$ cat src/rtl/cut_sweep_ctrl.sv
// rtl/cut_sweep_ctrl.sv - sweeps a vector range through the cut, counting f=1 and compacting f into a CRC signature
module cut_sweep_ctrl #(
  parameter int          IN_W   = 11,
  parameter int          SETTLE = 1,
  parameter logic [15:0] POLY   = 16'h1021,
  parameter int          CNT_W  = IN_W + 1
) (
  input  logic             clk,
  input  logic             rst_n,
  input  logic             start,
  input  logic             abort,
  input  logic [IN_W-1:0]  cfg_first,
  input  logic [IN_W-1:0]  cfg_last,
  output logic [IN_W-1:0]  cut_in,
  input  logic             cut_f,
  output logic             busy,
  output logic             done,
  output logic             aborted,
  output logic [CNT_W-1:0] ones_count,
  output logic [15:0]      sig
);

  typedef enum logic [2:0] {S_IDLE, S_APPLY, S_WAIT, S_SAMPLE, S_DONE} state_e;

  localparam logic [3:0]       WAIT_INIT = 4'((SETTLE > 0) ? SETTLE - 1 : 0);
  localparam logic [CNT_W-1:0] CNT_ONE   = 1;
  localparam logic [IN_W-1:0]  V_ONE     = 1;

  state_e           state_q, state_d;
  logic [IN_W-1:0]  v_q, v_d;
  logic [IN_W-1:0]  last_q, last_d;
  logic [IN_W-1:0]  cut_in_q, cut_in_d;
  logic [CNT_W-1:0] cnt_q, cnt_d;
  logic [15:0]      sig_q, sig_d;
  logic [3:0]       wait_q, wait_d;
  logic             aborted_q, aborted_d;
  logic             fb;

  always_ff @(posedge clk or negedge rst_n) begin
    if (!rst_n) begin
      state_q   <= S_IDLE;
      v_q       <= '0;
      last_q    <= '0;
      cut_in_q  <= '0;
      cnt_q     <= '0;
      sig_q     <= 16'h0000;
      wait_q    <= '0;
      aborted_q <= 1'b0;
    end else begin
      state_q   <= state_d;
      v_q       <= v_d;
      last_q    <= last_d;
      cut_in_q  <= cut_in_d;
      cnt_q     <= cnt_d;
      sig_q     <= sig_d;
      wait_q    <= wait_d;
      aborted_q <= aborted_d;
    end
  end

  always_comb begin
    state_d   = state_q;
    v_d       = v_q;
    last_d    = last_q;
    cut_in_d  = cut_in_q;
    cnt_d     = cnt_q;
    sig_d     = sig_q;
    wait_d    = wait_q;
    aborted_d = 1'b0;
    fb        = sig_q[15] ^ cut_f;

    case (state_q)
      S_IDLE: begin
        // abort outranks start, so a coincident request is dropped
        if (start && !abort) begin
          v_d     = cfg_first;
          last_d  = cfg_last;
          cnt_d   = '0;
          sig_d   = 16'hFFFF;
          state_d = (cfg_first > cfg_last) ? S_DONE : S_APPLY;
        end
      end
      S_APPLY: begin
        cut_in_d = v_q;
        wait_d   = WAIT_INIT;
        state_d  = (SETTLE > 0) ? S_WAIT : S_SAMPLE;
      end
      S_WAIT: begin
        if (wait_q == 4'd0) state_d = S_SAMPLE;
        else                wait_d  = wait_q - 4'd1;
      end
      S_SAMPLE: begin
        sig_d = {sig_q[14:0], 1'b0} ^ (fb ? POLY : 16'h0000);
        if (cut_f) cnt_d = cnt_q + CNT_ONE;
        // compare before increment so an all-ones last vector never wraps
        if (v_q == last_q) begin
          state_d = S_DONE;
        end else begin
          v_d     = v_q + V_ONE;
          state_d = S_APPLY;
        end
      end
      S_DONE:  state_d = S_IDLE;
      default: state_d = S_IDLE;
    endcase

    // a cancelled sweep keeps whatever partial results it had reached
    if (state_q != S_IDLE && abort) begin
      state_d   = S_IDLE;
      aborted_d = 1'b1;
      v_d       = v_q;
      cut_in_d  = cut_in_q;
      cnt_d     = cnt_q;
      sig_d     = sig_q;
      wait_d    = wait_q;
    end
  end

  assign cut_in     = cut_in_q;
  assign busy       = (state_q != S_IDLE);
  assign done       = (state_q == S_DONE) && !abort;
  assign aborted    = aborted_q;
  assign ones_count = cnt_q;
  assign sig        = sig_q;

endmodule
$ cat config.mk
export PLATFORM = sky130hd
export DESIGN_NAME = cut_sweep_ctrl
export DESIGN_NICKNAME = d
export VERILOG_FILES = /design/src/rtl/cut_sweep_ctrl.sv
export SDC_FILE = /design/constraint.sdc
export NUM_CORES = 1
export LEC_CHECK = 0
export CAP_MARGIN = 20
export CORE_ASPECT_RATIO = 0.75
export CORE_UTILIZATION = 35
export DETAILED_ROUTE_END_ITERATION = 6
export GPL_TIMING_DRIVEN = 0
export PLACE_DENSITY = 0.64
export SLEW_MARGIN = 20
export SYNTH_ARGS = -nofsm -noshare
export SYNTH_HDL_FRONTEND = slang
export SYNTH_SLANG_ARGS = --single-unit
$ cat constraint.sdc
create_clock -name clk -period 1.8 [get_ports clk]
set_input_delay 0.18 -clock clk [delete_from_list [all_inputs] [get_ports clk]]
set_output_delay 0.18 -clock clk [all_outputs]
set_load 0.02 [all_outputs]
==> impl_metrics.py, run 1 <==
metrics = {
    "synthesis": {
        "synthDistinctLibCells": 48,
        "synth_edf_count": 0,
        "yosysWarnings": 0,
        "syn_nets": 415,
        "avgSynthCellArea_um2": 9.60,
        "synth_seq_cells": 69,
        "syn-cell-area_mm2": 0.00359,
        "synthCells": 374,
        "post-synth-top-area-fraction_pct": 48.1,
        "ys.flop_type": "dfrtp_1",
        "synth-seq-area-share_pct": 48.1,
        "yosysTopAreaCell": "dfrtp_1",
        "synth.top_cells.by_area": "dfrtp_1, o21ai_0, xnor2_1",
        "ys_async_sr_fraction_pct": 100,
    },
    "detailed_routing": {
        "drc": 0,
        "wl_per_cell_um": 16.3,
        "detail-route-antenna-nets": 0,
        "drt_iter0_drc": 312,
        "via_per_inst": 5.32,
        "firstDrtPassIters": 5,
        "vias": 3255,
        "wirelength_mm": 9.96,
    },
    "global_routing": {
        "grt_pass1_vias": 3053,
        "grt_use_total_pct": 18.0,
        "antenna_found_initial": 0,
        "grt_pass1_wl_mm": 15.0,
        "grt_max_degree": 45,
        "grt.overflow.total": 0,
    },
    "final_layout": {
        "antenna_cells": 0,
        "syn_to_final_growth_pct": 45.7,
        "drive_above_1_share_pct": 23.8,
        "finish.net_count": 516,
        "fillers": 872,
        "final_cells": 612,
        "design_area_mm2": 0.00523,
        "multi_input_area_mm2": 0.00194,
        "regArea_mm2": 0.00173,
    },
    "critical_path": {
        "cp.arrival_ns": 2.00,
        "required_ns": 2.02,
        "start_kind": "flip-flop",
        "end_kind": "flip-flop",
        "path_class": "flip-flop to flip-flop",
        "cp_max_fo": 5,
    },
    "floorplan": {
        "initial_core_util_pct": 36.6,
        "core_mm2": 0.00981,
        "fp.dieW_um": 119,
        "pin_count": 69,
        "rows": 31,
        "die_area_mm2": 0.0107,
        "dieHeight_um": 89.7,
    },
    "power": {
        "p_per_area_mw_per_mm2": 1310,
        "leakage_uw": 0.00223,
        "ir_drop_mv": 0.696,
        "p_total_uw": 6830,
    },
    "timing": {
        "max_freq_ghz": 0.561,
        "setup_viol": 0,
        "fin_setup_tns_ns": 0,
        "fin_ws_ns": 0.0174,
        "worst_slew_margin_rel_pct": 65.6,
        "skew_ns": 0.00692,
        "hold_viol": 0,
        "period_needed_ns": 1.78,
        "period_share_pct": 99.0,
        "slew_viol_final": 0,
        "worst_slew_pin_slew_ns": 0.515,
        "rsz0062_at_grt": "yes",
    },
    "clocking": {
        "clock_path_buffers": 2,
        "numCtsBuffers": 9,
        "cts_tree": "done",
        "clock_latency_ns": 0.34,
        "htree_num_levels": 3,
        "root_buffer": "clkbuf_16",
        "clkTransAtPathRegs_ns": 0.06,
        "cts_sinks": 69,
    },
    "place": {
        "preCtsSetupSlack_ns": -0.643,
        "dp_hpwl_mm": 6.53,
        "port_buffers": 68,
        "place_congestion": 0.865,
        "postPlaceCellArea_mm2": 0.00446,
        "dp.cells": 575,
    },
    "run": {
        "drv_cap": 0,
    },
    "worst_hold_path": {
        "hp-class": "input port to asynchronous set/reset pin",
    },
    "run_status": {
        "status": "finished clean",
    },
}
==> cells in the final DEF (no fill, tap or decap), types with 3 or more instances in the layout <==
| cell | instances |
|---|---|
| a21oi_1 | 11 |
| a21oi_2 | 4 |
| and3_1 | 3 |
| buf_2 | 5 |
| buf_4 | 20 |
| buf_6 | 7 |
| clkbuf_1 | 4 |
| clkbuf_16 | 9 |
| clkbuf_2 | 3 |
| clkbuf_4 | 4 |
| clkdlybuf4s50_1 | 64 |
| dfrtp_1 | 63 |
| dfrtp_2 | 6 |
| ha_1 | 10 |
| ha_4 | 3 |
| inv_1 | 18 |
| mux2_2 | 12 |
| nand2_1 | 47 |
| nand3_1 | 7 |
| nand4_1 | 8 |
| nor2_1 | 32 |
| nor3_1 | 11 |
| nor4_2 | 4 |
| o21ai_0 | 36 |
| o311ai_2 | 3 |
| or3_1 | 5 |
| xnor2_1 | 15 |
| xnor2_2 | 6 |
| xor2_1 | 3 |
==> synthesized netlist by cell type (all sizes together) (3+ instances only) <==
library cell and n:
a21oi 15, and3 3, buf 12, clkbuf 8, dfrtp 69, ha 14, inv 19, mux2 12
nand2 47, nand3 8, nand4 8, nor2 34, nor3 14, nor4 8, o21ai 39, o311ai 6
or3 6, xnor2 21, xor2 3
==> cell type report <==
cell class,count,share of cell area (%)
repair buffers,92,16.6
flip-flops and latches,69,33.1
well taps,132,3.16
clock inverters,6,1.67
plain buffers,18,2.56
inverters,19,1.36
multi-input cells,266,37.1
clock buffers,10,4.37
==> layer usage <==
metal / global-route usage (%) / vias up / wire (um)
met2: 25.8 / 150 / 4470
met5: 0 / - / 0
met1: 25.1 / 1572 / 4610
li1: - / 1516 / -
met3: 5.46 / 17 / 695
met4: 6.86 / 0 / 180
==> sequential cells by signal (all words and copies together), names as in the netlist <==
name        flops
sig            16
aborted         1
ones_count     12
v_q            11
state_q         3
cut_in         11
last_q         11
wait_q          4
==> metrics by stage <==
| stage | utilization [%] | hold slack, ns |
|---|---|---|
| finish | 53.3 | 0.311 |
| global placement | 45.2 | 0.489 |
| detailed placement | 45.4 | 0.121 |
| global route | 53.3 | 0.345 |
| CTS | 49.4 | 0.308 |
| floorplan | - | -0.116 |
==> report_power, final <==
group          leakage [uW]  switching [uW]  total [uW]  internal [uW]
logic               0.00121            1160        2420           1260
clock network      0.000156             693        1910           1210
registers          0.000858             483        2510           2020
total               0.00223            2340        6830           4490
==> worst max-delay path: stages (launching register included) <==
cell and delay, ns:
dfrtp_1 0.39, buf_6 0.14, nor3b_4 0.28, o21ai_4 0.10, buf_6 0.15, a21o_1 0.18
buf_6 0.13, a211o_1 0.29
==> repair_timing <==
action                                 4_1_cts  5_1_grt
setup buffers                                4       14
setup endpoints to repair                   35       44
resized for setup                           18       67
hold buffers                                 1        0
cloned                                       0        4
pin swaps                                    4       22
endpoints found under the hold margin       25        0
==> path summary, 6_finish.rpt <==
| kind | slack (ns) | endpoint | cells after the start | startpoint |
|---|---|---|---|---|
| max | 0.02 | v_q[1] | 7 | state_q[0] |
| max reg2reg | 0.02 | v_q[1] | 7 | state_q[0] |
| max in group asynchronous | 0.92 | v_q[9] | 3 | rst_n |
| min in group clk | 0.35 | v_q[6] | 3 | cfg_first[6] |
| min reg2reg | 0.50 | cut_in[0] | 1 | cut_in[0] |
| min | 0.31 | ones_count[4] | 2 | rst_n |
==> cell families (layout without fill, tap and decap cells) <==
| group | Yosys count | in the layout | synth area share [%] |
|---|---|---|---|
| AND/OR/NAND/NOR | 137 | 137 | 19.0 |
| AO/OA/AOI/OAI | 78 | 78 | 13.2 |
| flip-flops | 69 | 69 | 48.1 |
| buffers and inverters | 39 | 145 | 5.02 |
| XOR/XNOR | 24 | 24 | 5.85 |
| adder cells (fa/ha/maj) | 14 | 14 | 4.88 |
| multiplexers | 13 | 13 | 4.04 |
No activity file was read; power rests on OpenSTA's default activity.
==> run 2: changes to the inputs <==
--- a/config.mk
+++ b/config.mk
@@ -5,12 +5,13 @@
 export SDC_FILE = /design/constraint.sdc
 export NUM_CORES = 1
 export LEC_CHECK = 0
+export ABC_AREA = 1
 export CAP_MARGIN = 20
 export CORE_ASPECT_RATIO = 0.75
 export CORE_UTILIZATION = 35
 export DETAILED_ROUTE_END_ITERATION = 6
 export GPL_TIMING_DRIVEN = 0
-export PLACE_DENSITY = 0.64
+export PLACE_DENSITY = 0.63
 export SLEW_MARGIN = 20
 export SYNTH_ARGS = -nofsm -noshare
 export SYNTH_HDL_FRONTEND = slang
==> impl_metrics.py, run 2 <==
metrics = {
    "floorplan": {
        "dieHeight_um": 92.5,
        "pin_count": 69,
        "core_mm2": 0.0105,
        "die_area_mm2": 0.0113,
        "fp.dieW_um": 123,
        "rows": 32,
        "initial_core_util_pct": 36.6,
    },
    "place": {
        "postPlaceCellArea_mm2": 0.00469,
        "dp_hpwl_mm": 7.44,
        "place_congestion": 0.826,
        "port_buffers": 68,
    },
    "clocking": {
        "clkTransAtPathRegs_ns": 0.06,
        "cts_sinks": 69,
        "clock_latency_ns": 0.33,
        "root_buffer": "clkbuf_16",
        "clock_path_buffers": 2,
        "cts_tree": "done",
        "numCtsBuffers": 9,
        "htree_num_levels": 3,
    },
    "final_layout": {
        "finish.net_count": 623,
        "design_area_mm2": 0.00507,
        "largest_reg_flops": 16,
        "final_common_cell": "nand2_1",
        "fillers": 1003,
        "final_cell_mix": "nand2_1, dfrtp_1, inv_1, clkdlybuf4s50_1, o21ai_0",
        "drive_above_1_share_pct": 7.84,
        "antenna_cells": 0,
        "syn_to_final_growth_pct": 32.6,
    },
    "critical_path": {
        "crit_slowest_cell": "dfrtp_1",
        "crit_chain": "inv_1 > nand2_1 > nor2_4 > inv_1 > dlygate4sd2_1",
        "critical-path-max-stage-delay_ns": 0.44,
        "cp.arrival_ns": 1.52,
        "path_class": "flip-flop to primary output",
        "cp_max_fo": 4,
        "cpMostUsedCell": "inv_1",
        "crit_buf_inv": 3,
        "critical_path.top_delay_family": "buffers and inverters",
        "end_kind": "primary output",
        "start_kind": "flip-flop",
        "required_ns": 1.62,
    },
    "timing": {
        "hold_viol": 0,
        "fin_setup_tns_ns": 0,
        "slew_viol_final": 0,
        "period_needed_ns": 1.70,
        "worst_slew_margin_rel_pct": 68.1,
        "period_share_pct": 94.6,
        "skew_ns": 0.00494,
        "setup_viol": 0,
        "max_freq_ghz": 0.587,
        "worst_slew_pin_slew_ns": 0.478,
    },
    "synthesis": {
        "syn-cell-area_mm2": 0.00382,
        "synth_seq_cells": 69,
        "syn_nets": 542,
        "synthTopCellsByCount": "nand2_1, dfrtp_1, inv_1",
        "ys.flop_type": "dfrtp_1",
        "post-synth-top-area-fraction_pct": 45.2,
        "synth_edf_count": 0,
        "avgSynthCellArea_um2": 7.63,
        "ys_async_sr_fraction_pct": 100,
        "synth.most_common_cell": "nand2_1",
        "synthCells": 501,
        "synth-seq-area-share_pct": 45.2,
        "synthDistinctLibCells": 33,
        "yosysTopAreaCell": "dfrtp_1",
        "yosysWarnings": 0,
        "synth.top_cells.by_area": "dfrtp_1, nand2_1, inv_1",
    },
    "detailed_routing": {
        "vias": 3450,
        "detail-route-antenna-nets": 0,
        "firstDrtPassIters": 4,
        "wl_per_cell_um": 13.5,
        "via_per_inst": 4.77,
        "drt_iter0_drc": 201,
        "wirelength_mm": 9.73,
        "drc": 0,
    },
    "global_routing": {
        "grt_use_total_pct": 18.5,
        "antenna_found_initial": 0,
        "grt_pass1_wl_mm": 16.2,
        "grt_max_degree": 44,
        "grt_pass1_vias": 3301,
        "grt.overflow.total": 0,
    },
    "power": {
        "switchingPower_uw": 2650,
        "pwr-share-clk_pct": 28.4,
        "leakage_uw": 0.00243,
        "power_frac_seq_pct": 35.9,
        "p_int_uw": 4560,
        "p_per_area_mw_per_mm2": 1420,
        "combPwrFrac_pct": 35.7,
        "ir_drop_mv": 0.568,
        "switching_share_pct": 36.7,
    },
    "worst_hold_path": {
        "hp-class": "input port to asynchronous set/reset pin",
    },
    "run_status": {
        "status": "finished clean",
    },
    "run": {
        "drv_cap": 0,
    },
}
-- run 2: cell count changes after synthesis, sizes merged, moves of 6 or more --
cell,delta
nand2,+109
inv,+49
nand3,+34
xnor2,-13
o21ai,+11
mux2,-10
nor4,-8
o311ai,-6
or3,-6
-- run 2: repair_timing --
| item | CTS | global route |
|---|---|---|
| setup endpoints to repair | 2 | 18 |
| gates resized for setup | 2 | 9 |
| setup buffers | 0 | 0 |
| hold buffers | 1 | 0 |
| endpoints found under the hold margin | 26 | 0 |
-- run 2: final timing paths --
check / start / to / slack [ns] / cells past startpoint
max reg2reg: state_q[1] / ones_count[3] / 0.12 / 9
max in group asynchronous: rst_n / wait_q[0] / 0.93 / 3
max: state_q[1] / busy / 0.1 / 5
min reg2reg: cut_in[8] / cut_in[8] / 0.49 / 2
min in group clk: cfg_last[7] / last_q[7] / 0.44 / 3
min: rst_n / sig[8] / 0.32 / 2
-- run 2: stage by stage --
stage / setup slack [ns] / total power (uW) / util [%] / hold WS (ns) / cells
finish: 0.0967 / 7210 / 48.5 / 0.316 / 723
CTS: 0.0431 / 7250 / 48.3 / 0.319 / 723
global placement: -1.83 / 5070 / 44.7 / 0.469 / 705
detailed placement: -0.0971 / 5180 / 44.9 / 0.121 / 706
global route: -0.00433 / 7720 / 48.5 / 0.356 / 723
floorplan: 0.302 / 4120 / - / -0.116 / 501
-- run 2: cell families after synthesis --
logic type      after synthesis  share of synthesized area [%]
fa+ha+maj                    14                           4.58
compound gates               73                           10.6
flops                        69                           45.2
buf+inv                      84                           8.68
simple gates                246                           27.4
mux                           2                          0.589
xor+xnor                     13                           2.98
-- run 2: per-layer routing --
metal	vias up	GRT usage (%)	wire, um
met4	0	5.28	71
met2	86	27.4	4210
met1	1582	26.8	4910
met3	5	3.94	531
li1	1777	-	-
met5	-	0	0
-- run 2: layout make-up --
class | count | area, um^2 | share of cell area [%]
multi-input cells | 348 | 1780 | 35.1
well taps | 136 | 170 | 3.36
flip-flops and latches | 69 | 1730 | 34.1
plain buffers | 16 | 81.3 | 1.61
clock buffers | 10 | 239 | 4.72
repair buffers | 70 | 706 | 13.9
clock inverters | 6 | 109 | 2.15
inverters | 68 | 255 | 5.04
-- run 2: power by group through the flow --
stage | Clock, uW | Sequential (uW) | Combinational [uW]
CTS | 2090 | 2580 | 2580
floorplan | 0 | 2750 | 1370
detailed placement | 0 | 2600 | 2580
global placement | 0 | 2570 | 2500
finish | 2050 | 2590 | 2580
global route | 2140 | 2670 | 2910
==> run 3: changes to the inputs <==
--- a/config.mk
+++ b/config.mk
@@ -11,6 +11,7 @@
 export CORE_UTILIZATION = 35
 export DETAILED_ROUTE_END_ITERATION = 6
 export GPL_TIMING_DRIVEN = 0
+export HOLD_SLACK_MARGIN = 0.1
 export PLACE_DENSITY = 0.63
 export SLEW_MARGIN = 20
 export SYNTH_ARGS = -nofsm -noshare
==> results of run 3 <==
The final DEF is identical to that of run 2; final timing and power are the same.
